`src/rtl/prog_clock_divider_if.sv`:
```
// rtl/prog_clock_divider_if.sv - control/status bundle for prog_clock_divider
//
// Purpose: groups the divider's control inputs and status outputs.
// master: drives en, restart, div_value, div_load; observes the outputs.
// slave : the divider itself.
// Signals:
//   en         count enable
//   restart    strobe, restart phase at start of low half-period
//   div_value  new divisor, captured when div_load=1
//   div_load   strobe, capture div_value into the shadow register
//   div_clk    divided clock (half-period = D+1 clk cycles)
//   tick_rise  one-cycle strobe with div_clk's first high cycle
//   tick_fall  one-cycle strobe with div_clk's first low cycle after high
//   cur_div    active divisor
//   pending    shadow divisor waiting for the next period boundary
interface prog_clock_divider_if #(
   parameter int WIDTH = 16
);
   logic             en;
   logic             restart;
   logic [WIDTH-1:0] div_value;
   logic             div_load;
   logic             div_clk;
   logic             tick_rise;
   logic             tick_fall;
   logic [WIDTH-1:0] cur_div;
   logic             pending;

   modport master (
      output en, restart, div_value, div_load,
      input  div_clk, tick_rise, tick_fall, cur_div, pending
   );

   modport slave (
      input  en, restart, div_value, div_load,
      output div_clk, tick_rise, tick_fall, cur_div, pending
   );
endinterface

```
`src/rtl/prog_clock_divider.sv`:
```
// rtl/prog_clock_divider.sv - runtime-programmable 50% duty clock divider with tick strobes
//
// Purpose: divides clk by 2*(D+1) with exactly 50% duty and emits single-cycle
// rise/fall strobes usable as clock enables. A new divisor is staged in a
// shadow register and only takes effect at a full-period boundary (falling
// toggle) or on restart, so div_clk never produces a short phase.
// Ports:
//   clk    system clock, all logic on posedge
//   rst_n  synchronous active-low reset
//   bus    prog_clock_divider_if.slave (control inputs / registered outputs)
module prog_clock_divider #(
   parameter int WIDTH       = 16,
   parameter int DEFAULT_DIV = 1
) (
   input  logic                  clk,
   input  logic                  rst_n,
   prog_clock_divider_if.slave   bus
);

   localparam logic [WIDTH-1:0] DEF_DIV = WIDTH'(DEFAULT_DIV);

   logic [WIDTH-1:0] cnt_q,       cnt_d;
   logic             div_clk_q,   div_clk_d;
   logic [WIDTH-1:0] active_q,    active_d;
   logic [WIDTH-1:0] shadow_q,    shadow_d;
   logic             pending_q,   pending_d;
   logic             tick_rise_q, tick_rise_d;
   logic             tick_fall_q, tick_fall_d;

   always_comb begin
      cnt_d       = cnt_q;
      div_clk_d   = div_clk_q;
      active_d    = active_q;
      shadow_d    = shadow_q;
      pending_d   = pending_q;
      tick_rise_d = 1'b0;
      tick_fall_d = 1'b0;

      if (bus.restart) begin
         // Restart always lands at the start of a low phase, so it is also a
         // safe point to adopt a staged divisor. No tick is emitted.
         cnt_d     = '0;
         div_clk_d = 1'b0;
         if (pending_q) begin
            active_d  = shadow_q;
            pending_d = 1'b0;
         end
      end else if (bus.en) begin
         if (cnt_q == active_q) begin
            cnt_d     = '0;
            div_clk_d = ~div_clk_q;
            if (!div_clk_q) begin
               tick_rise_d = 1'b1;
            end else begin
               // Falling toggle = full-period boundary; cnt restarts at 0 so
               // switching active here can never leave cnt above it.
               tick_fall_d = 1'b1;
               if (pending_q) begin
                  active_d  = shadow_q;
                  pending_d = 1'b0;
               end
            end
         end else begin
            cnt_d = cnt_q + WIDTH'(1);
         end
      end

      // Applied last: a load in the same cycle as a boundary/restart lets
      // active take the old shadow while the new value stays pending.
      if (bus.div_load) begin
         shadow_d  = bus.div_value;
         pending_d = 1'b1;
      end
   end

   always_ff @(posedge clk) begin
      if (!rst_n) begin
         cnt_q       <= '0;
         div_clk_q   <= 1'b0;
         active_q    <= DEF_DIV;
         shadow_q    <= DEF_DIV;
         pending_q   <= 1'b0;
         tick_rise_q <= 1'b0;
         tick_fall_q <= 1'b0;
      end else begin
         cnt_q       <= cnt_d;
         div_clk_q   <= div_clk_d;
         active_q    <= active_d;
         shadow_q    <= shadow_d;
         pending_q   <= pending_d;
         tick_rise_q <= tick_rise_d;
         tick_fall_q <= tick_fall_d;
      end
   end

   assign bus.div_clk   = div_clk_q;
   assign bus.tick_rise = tick_rise_q;
   assign bus.tick_fall = tick_fall_q;
   assign bus.cur_div   = active_q;
   assign bus.pending   = pending_q;

endmodule

```
`src/flat_wrapper.sv`:
```
// flat-port wrapper written by rule: the top's interface ports become plain ports
module prog_clock_divider_flat 
#(
   parameter int WIDTH       = 16,
   parameter int DEFAULT_DIV = 1
)
  (clk, rst_n, bus_en, bus_restart, bus_div_value, bus_div_load, bus_div_clk, bus_tick_rise, bus_tick_fall, bus_cur_div, bus_pending);
  prog_clock_divider_if #(.WIDTH(WIDTH)) bus_i ();
  input  logic clk;
  input  logic rst_n;
  input wire logic [$bits(bus_i.en)-1:0] bus_en;
  input wire logic [$bits(bus_i.restart)-1:0] bus_restart;
  input wire logic [$bits(bus_i.div_value)-1:0] bus_div_value;
  input wire logic [$bits(bus_i.div_load)-1:0] bus_div_load;
  output wire logic [$bits(bus_i.div_clk)-1:0] bus_div_clk;
  output wire logic [$bits(bus_i.tick_rise)-1:0] bus_tick_rise;
  output wire logic [$bits(bus_i.tick_fall)-1:0] bus_tick_fall;
  output wire logic [$bits(bus_i.cur_div)-1:0] bus_cur_div;
  output wire logic [$bits(bus_i.pending)-1:0] bus_pending;
  assign bus_i.en = bus_en;
  assign bus_i.restart = bus_restart;
  assign bus_i.div_value = bus_div_value;
  assign bus_i.div_load = bus_div_load;
  assign bus_div_clk = bus_i.div_clk;
  assign bus_tick_rise = bus_i.tick_rise;
  assign bus_tick_fall = bus_i.tick_fall;
  assign bus_cur_div = bus_i.cur_div;
  assign bus_pending = bus_i.pending;
  prog_clock_divider #(.WIDTH(WIDTH), .DEFAULT_DIV(DEFAULT_DIV)) u_core (.clk(clk), .rst_n(rst_n), .bus(bus_i));
endmodule
```
`config.mk`:
```
export PLATFORM = sky130hd
export DESIGN_NAME = prog_clock_divider_flat
export DESIGN_NICKNAME = d
export VERILOG_FILES = /design/src/rtl/prog_clock_divider_if.sv /design/src/rtl/prog_clock_divider.sv /design/src/flat_wrapper.sv
export SDC_FILE = /design/constraint.sdc
export NUM_CORES = 1
export LEC_CHECK = 0
export CAP_MARGIN = 10
export CORE_ASPECT_RATIO = 0.6
export CORE_MARGIN = 1
export CORE_UTILIZATION = 40
export DETAILED_ROUTE_END_ITERATION = 16
export GPL_TIMING_DRIVEN = 0
export PLACE_DENSITY_LB_ADDON = 0.15
export SYNTH_ARGS = -nofsm -noshare
export SYNTH_HDL_FRONTEND = slang
export SYNTH_SLANG_ARGS = --single-unit
export TNS_END_PERCENT = 5
```
`constraint.sdc`:
```
create_clock -name clk -period 2.2 [get_ports clk]
set_input_delay 0.44 -clock clk [delete_from_list [all_inputs] [get_ports clk]]
set_output_delay 0.44 -clock clk [all_outputs]
set_load 0.01 [all_outputs]
```
==> reports/results.tsv <==
metric	value	unit
outcome	completed	
register area	1040	µm²
Hold WS	0.473	ns
Total Wirelength	4690	µm
hold depth	2	
share of synthesized registers carrying an async set or reset	0	%
final std cells w/o fill	357	
overflow left after global routing	0	
met3 wire length	317	µm
# DRC	0	
metal2 WL	1790	µm
DRT Pass-1 Iters	4	
top post-synthesis cells by area	dfxtp_1, xor2_1, mux2i_1, o22ai_2, inv_1	
achievable clock frequency	0.479	GHz
Die Wd	99.9	µm
drt wl/cell	13.1	µm
PortBufs	38	
flops & latches, synth	52	
largest net degree at the start of global routing	16	
Required @ worst endpoint	2.43	ns
WP data arrival	2.32	ns
Reg clk slew, reported paths	0.10	ns
via count	1671	
r2r setup slk	0.11	ns
Slew headroom	54.6	%
Antenna Nets Post-Route	0	
DP HPWL	3490	µm
first-pass GRT wire length	7750	µm
critical setup path kind	reg2reg	
Die Span Y	60.8	µm
Worst R2R End	u_core.bus.cur_div[6]	
Final Cell Area	2900	µm²
Post-Synthesis Cells	233	
Yosys cell types	35	
Layout fillers	528	
Worst Reg-to-Reg Cells	6	
initial antenna violation count	0	
Hold Path Class	reg2reg	
Total GRT Usage	17.2	%
clk sinks	52	
min Tclk post-route	2.09	ns
ant diodes	0	
Synth area leader	dfxtp_1	
DRT iter0 DRCs	79	
Worst setup EP type	flip-flop	
Netlist Area Pre-Place	2300	µm²
area of the multi-input gates	1100	µm²
top layer in use	met4	
Reg-to-Reg Start	u_core.bus.cur_div[4]	
final hold violations	0	
Lkg Pwr	1.10	nW
Max Cap Viol	0	
Max FO, Critical Path	10	
top-area cell type share of the netlist area	45.2	%
Fin Clk Skew	0.00956	ns
Least-Margin Pin Slew	0.682	ns
Worst VDD drop	271	µV
power density over the cells	597	nW/µm²
site row count	20	
setup TNS	0	ns
total power	1.73	mW
CTS tree	yes	
Seq/Total Area, Yosys	45.2	%
initial core utilization	43.4	%
global placer's final weighted congestion	0.747	
kind of start point of the critical path	flip-flop	
CTS buffer count	5	
Final Cycle Share	94.9	%
hold wc startpoint	u_core.shadow_q[3]	
vias in the first global route	1615	
die area	6070	µm²
Clock Latency Late Sink	0.30	ns
area delta synth->final	25.9	%
root buffer cell	clkbuf_8	
Net Count, Synth	255	
vias per cell	4.68	
share of layout cells above drive strength 1	12.1	%
Most used DFF post-synth	dfxtp_1	
Avg Cell Area, Syn	9.88	µm²
Post-DP Area	2780	µm²
fin nets	301	
core area	5310	µm²
hold buffer count at CTS	0	
EDFF count, synth	0	
max-slew violation count	0	
Setup Viol. Count Final	0	
top-level port count	41	
Max Root-Sink Buffers	2	
H-Tree Depth	2	
warnings from Yosys	0	
Post-Place Cells	348	
WL met1	2570	µm
hold path endpoint	u_core.bus.cur_div[3]	
## metal layers
layer	GRT usage (%)	up-vias
met5	0	-
met4	5.04	0
met3	4.61	2
met2	24.2	41
met1	25.4	769
li1	-	859
## flip-flops by register name (all words and copies together) (netlist names)
signal / cells
u_core.bus.cur_div: 16
u_core.bus.div_clk: 1
u_core.bus.pending: 1
u_core.bus.tick_fall: 1
u_core.bus.tick_rise: 1
u_core.cnt_q: 16
u_core.shadow_q: 16
## cells in the final DEF, fill, tap and decap left out, types with 2 or more instances in the layout
master	Yosys	final
and3_1	3	3
buf_2	2	2
buf_6	3	3
clkbuf_1	4	4
clkbuf_8	0	6
clkdlybuf4s50_1	0	38
clkinv_2	0	2
dfxtp_1	52	52
inv_1	32	32
mux2i_1	17	17
nand2_1	10	10
nand3_1	7	6
nand4_1	6	6
nor2_1	19	19
nor2b_1	15	15
nor3_1	2	2
o22ai_1	5	5
o22ai_2	10	10
xnor2_1	5	5
xor2_1	22	22
## cell usage after synthesis, types with 2 or more instances
cell,count
mux2i_1,17
nor2b_1,15
nor3_1,2
o22ai_1,5
clkbuf_1,4
dfxtp_1,52
o22ai_2,10
inv_1,32
xor2_1,22
xnor2_1,5
buf_6,3
nor2_1,19
nand2_1,10
buf_2,2
nand3_1,7
nor4_1,2
nand4_1,6
and3_1,3
## how the worst max path moves through the flow
stage / start / to / slack, ns
4_1_cts: u_core.cnt_q[0] / u_core.cnt_q[13] / 0.005
5_1_grt: u_core.bus.cur_div[4] / u_core.bus.cur_div[6] / -0.006
6_report: u_core.bus.cur_div[4] / u_core.bus.cur_div[6] / 0.11
3_5_place_dp: rst_n / u_core.cnt_q[13] / -0.04
3_3_place_gp: rst_n / u_core.cnt_q[14] / -0.04
2_1_floorplan: u_core.bus.cur_div[4] / u_core.bus.cur_div[10] / 0.27
## where the power goes
part	internal (mW)	switching (mW)	leakage [nW]	total [mW]
clock	0.252	0.305	0.0510	0.556
combinational	0.0985	0.0885	0.623	0.187
sequential	0.967	0.0191	0.423	0.986
total	1.32	0.412	1.10	1.73
## cell type report
type,instances,share of cell area [%]
clock inverter,2,0.345
inverter,32,4.15
tap,77,3.32
sequential,52,35.9
timing repair buffer,39,13.4
multi-input combinational,140,38.0
clock buffer,6,2.85
buffer,9,2.03
## cell families (layout without fill, tap and decap cells)
logic type      after synthesis  count (layout)  share of synthesized area (%)
simple gates                 68              68                           15.5
flops                        52              52                           45.2
buf+inv                      41              88                           7.77
xor+xnor                     28              28                           11.0
compound gates               26              26                           12.6
mux                          17              17                           7.39
fa+ha+maj                     1               1                          0.543
## worst max-delay path, cell delays in order, from the launching register on
cell      delay (ns)
dfxtp_1         0.36
inv_1           0.10
a222oi_1        0.49
nand3_2         0.27
o31a_1          0.46
buf_6           0.20
o22ai_2         0.13
## metrics by stage
stage,worst slack (ns),util (%)
floorplan,0.273,-
global placement,-0.0353,52.4
detailed placement,-0.0404,52.4
CTS,0.00533,54.3
global route,-0.00588,54.6
finish,0.113,54.6
## repair_timing
action,in CTS,in global routing
setup endpoints to repair,10,26
setup buffers,1,0
resized for setup,0,3
pin swaps,1,4
No activity file was read; power rests on OpenSTA's default activity.
